--- src/rtl/matmul_seq_pkg.sv ---
// Shared types and register map for the matrix-multiply job sequencer.
// Offsets are byte offsets from the accelerator control base.
package matmul_seq_pkg;

  typedef enum logic [2:0] {
    IDLE,
    CFG,
    LOAD_A,
    LOAD_B,
    GO,
    WAIT,
    READ_C,
    PUSH
  } state_t;

  localparam logic [31:0] REG_OP_OFFSET   = 32'd0;
  localparam logic [31:0] REG_WA_OFFSET   = 32'd4;
  localparam logic [31:0] REG_HA_OFFSET   = 32'd8;
  localparam logic [31:0] REG_WB_OFFSET   = 32'd12;
  localparam logic [31:0] REG_HB_OFFSET   = 32'd16;
  localparam logic [31:0] REG_GO_OFFSET   = 32'd20;
  localparam logic [31:0] MATRIX_A_OFFSET = 32'd24;

  localparam logic [31:0] GO_VALUE = 32'hFFFF_FFFF;

  localparam logic [2:0] LAST_CFG_INDEX = 3'd4;

  // Config writes go out in the order op, wA, hA, wB, hB.
  function automatic logic [31:0] cfg_offset(input logic [2:0] k);
    logic [31:0] off;
    case (k)
      3'd0:    off = REG_OP_OFFSET;
      3'd1:    off = REG_WA_OFFSET;
      3'd2:    off = REG_HA_OFFSET;
      3'd3:    off = REG_WB_OFFSET;
      default: off = REG_HB_OFFSET;
    endcase
    return off;
  endfunction

  function automatic logic [31:0] elem_addr(input logic [31:0] base, input logic [31:0] idx);
    return base + (idx << 2);
  endfunction

endpackage

--- src/rtl/matmul_job_sequencer_if.sv ---
// Wishbone master bus between the job sequencer and the accelerator slave port.
interface matmul_job_sequencer_if;
  logic        m_cyc_o;
  logic        m_stb_o;
  logic        m_we_o;
  logic [31:0] m_addr_o;
  logic [31:0] m_data_o;
  logic [31:0] m_data_i;
  logic        m_ack_i;

  modport master (
    output m_cyc_o, m_stb_o, m_we_o, m_addr_o, m_data_o,
    input  m_data_i, m_ack_i
  );

  modport slave (
    input  m_cyc_o, m_stb_o, m_we_o, m_addr_o, m_data_o,
    output m_data_i, m_ack_i
  );
endinterface

--- src/rtl/wb_single_master.sv ---
// Single-transfer Wishbone engine: one request in, one ack or timeout out.
// Bus signals are held stable from issue until the ack cycle, then cyc/stb drop.
module wb_single_master #(
  parameter int ACK_TIMEOUT = 255
) (
  input  logic        clk,
  input  logic        rst,
  input  logic        req,
  input  logic        wr,
  input  logic [31:0] addr,
  input  logic [31:0] wdata,
  output logic        ack,
  output logic [31:0] rdata,
  output logic        timeout,
  matmul_job_sequencer_if.master wb
);

  localparam int TO_W = $clog2(ACK_TIMEOUT + 1);

  logic [TO_W-1:0] to_cnt;

  // The timeout expires on the ACK_TIMEOUT-th edge that sees stb high without ack.
  always_ff @(posedge clk or posedge rst) begin
    if (rst) begin
      wb.m_cyc_o  <= 1'b0;
      wb.m_stb_o  <= 1'b0;
      wb.m_we_o   <= 1'b0;
      wb.m_addr_o <= '0;
      wb.m_data_o <= '0;
      ack         <= 1'b0;
      rdata       <= '0;
      timeout     <= 1'b0;
      to_cnt      <= '0;
    end else begin
      ack     <= 1'b0;
      timeout <= 1'b0;
      if (wb.m_stb_o) begin
        if (wb.m_ack_i) begin
          wb.m_cyc_o <= 1'b0;
          wb.m_stb_o <= 1'b0;
          ack        <= 1'b1;
          rdata      <= wb.m_data_i;
        end else if (to_cnt == TO_W'(ACK_TIMEOUT - 1)) begin
          wb.m_cyc_o <= 1'b0;
          wb.m_stb_o <= 1'b0;
          timeout    <= 1'b1;
        end else begin
          to_cnt <= to_cnt + 1'b1;
        end
      end else if (req) begin
        wb.m_cyc_o  <= 1'b1;
        wb.m_stb_o  <= 1'b1;
        wb.m_we_o   <= wr;
        wb.m_addr_o <= addr;
        wb.m_data_o <= wdata;
        to_cnt      <= '0;
      end
    end
  end

endmodule

--- src/rtl/matmul_job_sequencer.sv ---
// Runs one full matrix-multiply job on the accelerator: configure, load A and B,
// kick off compute, wait, then stream C back out.
module matmul_job_sequencer #(
  parameter logic [31:0] CTRL_BASE    = 32'h3200_0000,
  parameter int          TYPE_BW      = 8,
  parameter int          MAX_DIM      = 16,
  parameter int          COMPUTE_WAIT = 64,
  parameter int          ACK_TIMEOUT  = 255
) (
  input  logic               wb_clk_i,
  input  logic               wb_rst_i,
  input  logic               start,
  input  logic [31:0]        op,
  input  logic [4:0]         dim,
  input  logic               in_valid,
  input  logic [TYPE_BW-1:0] in_data,
  output logic               in_ready,
  output logic               out_valid,
  output logic [31:0]        out_data,
  input  logic               out_ready,
  output logic               busy,
  output logic               done,
  output logic               err,
  matmul_job_sequencer_if.master wb
);

  import matmul_seq_pkg::*;

  localparam int IDX_W  = $clog2(MAX_DIM * MAX_DIM) + 1;
  localparam int WAIT_W = $clog2(COMPUTE_WAIT + 1);

  state_t              state;
  logic [31:0]         op_q;
  logic [4:0]          dim_q;
  logic [IDX_W-1:0]    nn_q;
  logic [IDX_W-1:0]    idx;
  logic [WAIT_W-1:0]   wait_cnt;
  logic                pending;

  logic                req;
  logic                req_wr;
  logic [31:0]         req_addr;
  logic [31:0]         req_wdata;
  logic                xfer_ack;
  logic [31:0]         xfer_rdata;
  logic                xfer_timeout;

  logic                issue_wr;
  logic [31:0]         issue_addr;
  logic [31:0]         issue_wdata;
  logic [31:0]         a_base;
  logic [31:0]         b_base;
  logic [31:0]         c_base;
  logic [31:0]         in_ext;
  logic                last_elem;

  wb_single_master #(
    .ACK_TIMEOUT(ACK_TIMEOUT)
  ) u_wb (
    .clk     (wb_clk_i),
    .rst     (wb_rst_i),
    .req     (req),
    .wr      (req_wr),
    .addr    (req_addr),
    .wdata   (req_wdata),
    .ack     (xfer_ack),
    .rdata   (xfer_rdata),
    .timeout (xfer_timeout),
    .wb      (wb)
  );

  assign a_base    = CTRL_BASE + MATRIX_A_OFFSET;
  assign b_base    = a_base + (32'(nn_q) << 2);
  assign c_base    = b_base + (32'(nn_q) << 2);
  assign in_ext    = {{(32-TYPE_BW){in_data[TYPE_BW-1]}}, in_data};
  assign last_elem = (idx == nn_q - IDX_W'(1));

  // Address and data of the transfer the current state would issue next.
  always_comb begin
    issue_wr    = 1'b1;
    issue_addr  = CTRL_BASE + cfg_offset(idx[2:0]);
    issue_wdata = (idx == '0) ? op_q : 32'(dim_q);
    case (state)
      LOAD_A: begin
        issue_addr  = elem_addr(a_base, 32'(idx));
        issue_wdata = in_ext;
      end
      LOAD_B: begin
        issue_addr  = elem_addr(b_base, 32'(idx));
        issue_wdata = in_ext;
      end
      GO: begin
        issue_addr  = CTRL_BASE + REG_GO_OFFSET;
        issue_wdata = GO_VALUE;
      end
      READ_C: begin
        issue_wr    = 1'b0;
        issue_addr  = elem_addr(c_base, 32'(idx));
        issue_wdata = '0;
      end
      default: ;
    endcase
  end

  // Request fields are registered every cycle; the engine only samples them with req.
  always_ff @(posedge wb_clk_i or posedge wb_rst_i) begin
    if (wb_rst_i) begin
      req_wr    <= 1'b0;
      req_addr  <= '0;
      req_wdata <= '0;
    end else begin
      req_wr    <= issue_wr;
      req_addr  <= issue_addr;
      req_wdata <= issue_wdata;
    end
  end

  always_ff @(posedge wb_clk_i or posedge wb_rst_i) begin
    if (wb_rst_i) begin
      state     <= IDLE;
      op_q      <= '0;
      dim_q     <= '0;
      nn_q      <= '0;
      idx       <= '0;
      wait_cnt  <= '0;
      pending   <= 1'b0;
      req       <= 1'b0;
      in_ready  <= 1'b0;
      out_valid <= 1'b0;
      out_data  <= '0;
      busy      <= 1'b0;
      done      <= 1'b0;
      err       <= 1'b0;
    end else begin
      req  <= 1'b0;
      done <= 1'b0;
      err  <= 1'b0;
      if (xfer_timeout) begin
        state     <= IDLE;
        busy      <= 1'b0;
        err       <= 1'b1;
        pending   <= 1'b0;
        in_ready  <= 1'b0;
        out_valid <= 1'b0;
        idx       <= '0;
      end else begin
        case (state)
          IDLE: begin
            if (start) begin
              op_q  <= op;
              dim_q <= dim;
              if (dim == 5'd0 || 32'(dim) > 32'(MAX_DIM)) begin
                err <= 1'b1;
              end else begin
                nn_q  <= IDX_W'(dim) * IDX_W'(dim);
                idx   <= '0;
                busy  <= 1'b1;
                state <= CFG;
              end
            end
          end
          CFG: begin
            if (!pending) begin
              req     <= 1'b1;
              pending <= 1'b1;
            end else if (xfer_ack) begin
              pending <= 1'b0;
              if (idx[2:0] == LAST_CFG_INDEX) begin
                idx   <= '0;
                state <= LOAD_A;
              end else begin
                idx <= idx + 1'b1;
              end
            end
          end
          // in_ready is only offered while no transfer is outstanding.
          LOAD_A, LOAD_B: begin
            if (pending) begin
              if (xfer_ack) begin
                pending <= 1'b0;
                if (last_elem) begin
                  idx   <= '0;
                  state <= (state == LOAD_A) ? LOAD_B : GO;
                end else begin
                  idx <= idx + 1'b1;
                end
              end
            end else if (in_ready) begin
              if (in_valid) begin
                in_ready <= 1'b0;
                req      <= 1'b1;
                pending  <= 1'b1;
              end
            end else begin
              in_ready <= 1'b1;
            end
          end
          GO: begin
            if (!pending) begin
              req     <= 1'b1;
              pending <= 1'b1;
            end else if (xfer_ack) begin
              pending  <= 1'b0;
              wait_cnt <= '0;
              state    <= WAIT;
            end
          end
          WAIT: begin
            if (wait_cnt == WAIT_W'(COMPUTE_WAIT - 1)) begin
              wait_cnt <= '0;
              idx      <= '0;
              state    <= READ_C;
            end else begin
              wait_cnt <= wait_cnt + 1'b1;
            end
          end
          READ_C: begin
            if (!pending) begin
              req     <= 1'b1;
              pending <= 1'b1;
            end else if (xfer_ack) begin
              pending   <= 1'b0;
              out_data  <= xfer_rdata;
              out_valid <= 1'b1;
              state     <= PUSH;
            end
          end
          // The next read waits until the sink has taken the current element.
          PUSH: begin
            if (out_ready) begin
              out_valid <= 1'b0;
              if (last_elem) begin
                done  <= 1'b1;
                busy  <= 1'b0;
                idx   <= '0;
                state <= IDLE;
              end else begin
                idx   <= idx + 1'b1;
                state <= READ_C;
              end
            end
          end
          default: state <= IDLE;
        endcase
      end
    end
  end

endmodule

--- src/flat_wrapper.sv ---
// flat-port wrapper written by rule: the top's interface ports become plain ports
module matmul_job_sequencer_flat import matmul_seq_pkg::*;
#(
  parameter logic [31:0] CTRL_BASE    = 32'h3200_0000,
  parameter int          TYPE_BW      = 8,
  parameter int          MAX_DIM      = 16,
  parameter int          COMPUTE_WAIT = 64,
  parameter int          ACK_TIMEOUT  = 255
)
  (wb_clk_i, wb_rst_i, start, op, dim, in_valid, in_data, in_ready, out_valid, out_data, out_ready, busy, done, err, wb_m_cyc_o, wb_m_stb_o, wb_m_we_o, wb_m_addr_o, wb_m_data_o, wb_m_data_i, wb_m_ack_i);
  matmul_job_sequencer_if wb_i ();
  input  logic wb_clk_i;
  input  logic wb_rst_i;
  input  logic start;
  input  logic [31:0] op;
  input  logic [4:0] dim;
  input  logic in_valid;
  input  logic [TYPE_BW-1:0] in_data;
  output logic in_ready;
  output logic out_valid;
  output logic [31:0] out_data;
  input  logic out_ready;
  output logic busy;
  output logic done;
  output logic err;
  output wire logic [$bits(wb_i.m_cyc_o)-1:0] wb_m_cyc_o;
  output wire logic [$bits(wb_i.m_stb_o)-1:0] wb_m_stb_o;
  output wire logic [$bits(wb_i.m_we_o)-1:0] wb_m_we_o;
  output wire logic [$bits(wb_i.m_addr_o)-1:0] wb_m_addr_o;
  output wire logic [$bits(wb_i.m_data_o)-1:0] wb_m_data_o;
  input wire logic [$bits(wb_i.m_data_i)-1:0] wb_m_data_i;
  input wire logic [$bits(wb_i.m_ack_i)-1:0] wb_m_ack_i;
  assign wb_m_cyc_o = wb_i.m_cyc_o;
  assign wb_m_stb_o = wb_i.m_stb_o;
  assign wb_m_we_o = wb_i.m_we_o;
  assign wb_m_addr_o = wb_i.m_addr_o;
  assign wb_m_data_o = wb_i.m_data_o;
  assign wb_i.m_data_i = wb_m_data_i;
  assign wb_i.m_ack_i = wb_m_ack_i;
  matmul_job_sequencer #(.CTRL_BASE(CTRL_BASE), .TYPE_BW(TYPE_BW), .MAX_DIM(MAX_DIM), .COMPUTE_WAIT(COMPUTE_WAIT), .ACK_TIMEOUT(ACK_TIMEOUT)) u_core (.wb_clk_i(wb_clk_i), .wb_rst_i(wb_rst_i), .start(start), .op(op), .dim(dim), .in_valid(in_valid), .in_data(in_data), .in_ready(in_ready), .out_valid(out_valid), .out_data(out_data), .out_ready(out_ready), .busy(busy), .done(done), .err(err), .wb(wb_i));
endmodule
--- config.mk ---
export PLATFORM = sky130hd
export DESIGN_NAME = matmul_job_sequencer_flat
export DESIGN_NICKNAME = d
export VERILOG_FILES = /design/src/rtl/matmul_seq_pkg.sv /design/src/rtl/matmul_job_sequencer_if.sv /design/src/rtl/wb_single_master.sv /design/src/rtl/matmul_job_sequencer.sv /design/src/flat_wrapper.sv
export SDC_FILE = /design/constraint.sdc
export NUM_CORES = 1
export LEC_CHECK = 0
export BUFFER_PORTS_ARGS = -buffer_cell sky130_fd_sc_hd__buf_2
export CAP_MARGIN = 20
export CORE_MARGIN = 2
export CORE_UTILIZATION = 45
export CTS_CLUSTER_DIAMETER = 200
export DETAILED_ROUTE_END_ITERATION = 8
export PLACE_DENSITY_LB_ADDON = 0.05
export SLEW_MARGIN = 10
export SYNTH_ARGS = -nofsm -noshare
export SYNTH_HDL_FRONTEND = slang
export SYNTH_SLANG_ARGS = --single-unit
--- constraint.sdc ---
create_clock -name wb_clk_i -period 6.2 [get_ports wb_clk_i]
set_input_delay 0 -clock wb_clk_i [delete_from_list [all_inputs] [get_ports wb_clk_i]]
set_output_delay 0 -clock wb_clk_i [all_outputs]
set_load 0.005 [all_outputs]
==> results.txt <==
----------------------------------------------------
[Global routing]
  Final global-route overflow total ... 0
  Met3 Track Usage GR ... 2.71%
  Overall global routing resource usage ... 20.0%
  Wire length of the first global-routing pass ... 43600 µm
  Initial antenna violation count ... 0
  Grt met1 use ... 29.5%
  Most utilized layer in the global route result ... met2
  Largest net degree at the start of global routing ... 143
  Vias in the first global route ... 8261
  Met2 GRT Util ... 31.5%

[Finish]
  Area growth from synthesis to layout ... 23.1%
  Nets ... 1448
  Share of layout cells above drive strength 1 ... 24.9%
  Finished Layout Cells ... 1655
  Utilization after layout ... 56.6%
  Antenna diode count ... 0

[Logic synthesis]
  Synthesized area per cell ... 10.7 µm²
  Seq/Total Area, Yosys ... 51.5%
  Yosys top cell area share ... 51.5%
  Syn Inst Count ... 1084
  Largest area contributor in the netlist ... sky130_fd_sc_hd__dfrtp_1
  Fraction of registers with async set or reset after synthesis ... 100%
  Number of flops mapped to enable cells by yosys ... 0
  Dominant synthesized flop cell ... sky130_fd_sc_hd__dfrtp_1
  Area contributors post-synth ... sky130_fd_sc_hd__dfrtp_1, sky130_fd_sc_hd__mux2_2, sky130_fd_sc_hd__nand2_1
  Netlist Area Pre-Place ... 11600 µm²
  Synthesis-stage register bit count ... 239
  Distinct cells, synth ... 74
  Warning count from the yosys run ... 0

[Detailed routing]
  Count of unresolved DRC violations after routing ... 0
  Total iterations of the first detailed-routing run ... 4
  Number of routed nets with antenna violations ... 0
  Via/cell ratio ... 5.08
  Overall routed net length ... 26800 µm
  Count of vias placed by the detailed router ... 8405
  Wire length per cell after detailed routing ... 16.2 µm
  Iteration-0 DRC Markers ... 542

[Clock network]
  CTS clk-pin slew, worst paths ... 0.06 ns
  CTS H-tree depth ... 1
  Clock tree from TritonCTS ... done
  Num Clock Sinks ... 239
  Inserted Clock Buffers ... 26
  Clk Tree Root Cell ... sky130_fd_sc_hd__clkbuf_16
  Resized cells post-CTS ... 0
  Max Root-Sink Buffers ... 3
  Source-to-sink clock delay at the later pin of the worst-skew pair ... 0.52 ns

[Critical path]
  Critical path required time ... 6.59 ns
  Critical Path Sink Type ... flop
  Data arrival time of the critical path ... 3.84 ns
  Startpoint class of the critical path ... flop
  Critical path class ... flop to flop
  Maximum fanout along the worst path ... 9

[Floorplanning]
  Height of the die ... 165 µm
  Top Ports ... 187
  Overall die width ... 165 µm
  Placeable Area ... 25300 µm²
  Area of the die ... 27100 µm²
  Number of placement rows ... 58
  Starting Density ... 46.0%

[Power and ir drop]
  Switching power as a share of total power ... 31.7%
  Maximum ir drop on the vdd rail ... 0.236 mV
  Internal power ... 3450 µW
  Sw Pwr ... 1600 µW
  Proportion of power drawn by combinational gates ... 28.2%
  Reg power frac ... 42.9%
  Leak ... 0.00735 µW
  Relative contribution of the clock network to total power ... 29.0%
  Power density cells ... 353 nW/µm²

[STA]
  Skew final ... 0.0114 ns
  Total negative slack for setup checks ... 0 ns
  Peak Freq ... 0.290 GHz
  Slew headroom ... 27.8%
  Setup repair after global routing missed its margin ... no
  Count of final max-slew check failures ... 0
  Worst-Margin Slew ... 1.08 ns
  Minimum clock period after layout ... 3.45 ns
  Final count of negative-setup-slack endpoints ... 0
  Final period util ... 55.6%
  Number of hold violations in the final report ... 0

[Run]
  Number of maximum-capacitance violations ... 0

[Placement]
  Count of buffers from port buffering ... 169
  Routability Congestion ... 0.811
  Placed cell count ... 1531
  Half-perimeter wire length after placement ... 18000 µm

[Hold path]
  Classification of the worst-slack hold path ... input port to asynchronous set/reset pin

[Run status]
  Status ... finished, final reports clean

----------------------------------------------------
[metrics by stage]
| step | worst slack (ns) | instance area, µm² | hold slack [ns] | total power (µW) |
|---|---|---|---|---|
| detailed placement | 2.82 | 12600 | 0.0935 | 3570 |
| CTS | 2.77 | 14300 | 0.0852 | 5100 |
| floorplan | 3.01 | 11700 | 0.0703 | 3090 |
| global placement | 2.85 | 12600 | 0.0941 | 3550 |
| global route | 2.45 | 14300 | 0.123 | 5400 |
| finish | 2.75 | 14300 | 0.0925 | 5050 |
[layout make-up]
cell class	count	area, µm²
Clock inverter	2	38.8
Tap cell	330	413
Inverter	35	135
Fill cell	2209	11000
Multi-Input combinational cell	749	5190
Clock buffer	38	757
Sequential cell	239	5980
Timing Repair Buffer	262	1780
[sequential cells by signal (all words and copies together), names as in the netlist, 9 cells and up]
signal,count
u_core.op_q,32
u_core.u_wb.wb.m_data_o,32
u_core.req_wdata,32
u_core.req_addr,13
u_core.out_data,32
u_core.u_wb.rdata,32
u_core.idx,9
u_core.u_wb.wb.m_addr_o,13
[cell usage in the layout, fill, tap and decap left out, drive strengths merged, types with 4 or more instances in the layout]
cell,count
a21oi,31
a31oi,7
inv,33
a21o,28
xnor2,22
nor4,5
dfrtp,239
nor2b,10
nand4,9
a21boi,5
a211o,5
conb,18
nor3,12
o21ai,50
mux2,106
dlygate4sd3,83
clkbuf,38
nand2b,8
xor2,29
and3,8
or2,4
and2,7
o31ai,10
nand2,199
o22ai,4
nand3,15
nor2,47
a22oi,5
mux2i,8
buf,179
ha,49
[routing by layer]
layer	wire, µm	vias to the layer above	part of all wire, %
li1	-	4140	-
met1	13100	4043	49
met2	12000	188	45
met3	1260	34	4.7
met4	510	0	1.9
met5	0	-	0
[final timing paths]
path	start	to	slack [ns]	depth (start not counted)
max	u_core.nn_q[2]$_DFFE_PP0P_	u_core.req_addr[12]$_DFF_PP0_	2.75	13
min	wb_rst_i	u_core.u_wb.wb.m_addr_o[13]$_DFFE_PP0P_	0.09	3
max reg2reg	u_core.nn_q[2]$_DFFE_PP0P_	u_core.req_addr[12]$_DFF_PP0_	2.75	13
min reg2reg	u_core.req_wdata[12]$_DFF_PP0_	u_core.u_wb.wb.m_data_o[12]$_DFFE_PP0P_	0.43	2
max in group asynchronous	wb_rst_i	u_core.u_wb.rdata[5]$_DFFE_PP0P_	4.80	4
min in group wb_clk_i	op[24]	u_core.op_q[24]$_DFFE_PP0P_	0.24	3
[Yosys cell counts, types with 4 or more instances]
cell type                    n
sky130_fd_sc_hd__dfrtp_1   239
sky130_fd_sc_hd__nand2_1   199
sky130_fd_sc_hd__mux2_2     98
sky130_fd_sc_hd__ha_1       49
sky130_fd_sc_hd__nor2_1     47
sky130_fd_sc_hd__o21ai_0    42
sky130_fd_sc_hd__clkbuf_1   41
sky130_fd_sc_hd__inv_1      33
sky130_fd_sc_hd__a21oi_1    31
sky130_fd_sc_hd__xor2_1     29
sky130_fd_sc_hd__a21o_1     28
sky130_fd_sc_hd__xnor2_1    21
sky130_fd_sc_hd__buf_4      19
sky130_fd_sc_hd__nand3_1    15
sky130_fd_sc_hd__nor3_1     12
sky130_fd_sc_hd__nor2b_1    10
sky130_fd_sc_hd__nand4_1     9
sky130_fd_sc_hd__o31ai_1     9
sky130_fd_sc_hd__and3_1      8
sky130_fd_sc_hd__mux2_1      8
sky130_fd_sc_hd__mux2i_1     8
sky130_fd_sc_hd__nand2b_1    8
sky130_fd_sc_hd__o21ai_1     8
sky130_fd_sc_hd__a31oi_1     7
sky130_fd_sc_hd__and2_1      7
sky130_fd_sc_hd__buf_1       7
sky130_fd_sc_hd__buf_2       7
sky130_fd_sc_hd__a211o_1     5
sky130_fd_sc_hd__a22oi_1     5
sky130_fd_sc_hd__a21boi_0    4
sky130_fd_sc_hd__o22ai_1     4
[cells by family after synthesis]
family | count (synthesis) | share of synthesized area [%]
other | 2 | 0.0646
xor gates and xnor gates | 51 | 3.91
AOI/OAI and AO/OA | 177 | 10.3
buffers and inverters | 112 | 4.50
DFF | 239 | 51.5
adders and majority gates | 52 | 5.79
and+or+nand+nor | 337 | 13.0
muxes | 114 | 11.0
[power by group through the flow]
stage               Clock [µW]  Combinational (µW)  Sequential, µW
finish                    1460                1420            2160
global route              1570                1630            2210
CTS                       1500                1430            2160
detailed placement           0                1390            2190
global placement             0                1370            2180
floorplan                    0                 988            2110
[critical path, cell delays in order (launching register included)]
cell	delay [ns]
sky130_fd_sc_hd__dfrtp_1	0.49
sky130_fd_sc_hd__ha_1	0.29
sky130_fd_sc_hd__xor2_1	0.15
sky130_fd_sc_hd__ha_1	0.33
sky130_fd_sc_hd__xor2_1	0.16
sky130_fd_sc_hd__ha_1	0.33
sky130_fd_sc_hd__ha_1	0.30
sky130_fd_sc_hd__a21o_1	0.18
sky130_fd_sc_hd__a21oi_1	0.20
sky130_fd_sc_hd__nand2b_1	0.13
sky130_fd_sc_hd__a21boi_0	0.11
sky130_fd_sc_hd__o41ai_1	0.34
sky130_fd_sc_hd__xor2_1	0.20
sky130_fd_sc_hd__o22ai_1	0.10
[timing repair]
item	4_1_cts	5_1_grt
hold buffers	83	0
setup buffers	0	0
hold endpoints to repair	111	0
Note: power is estimated with default switching activity, not from simulation.
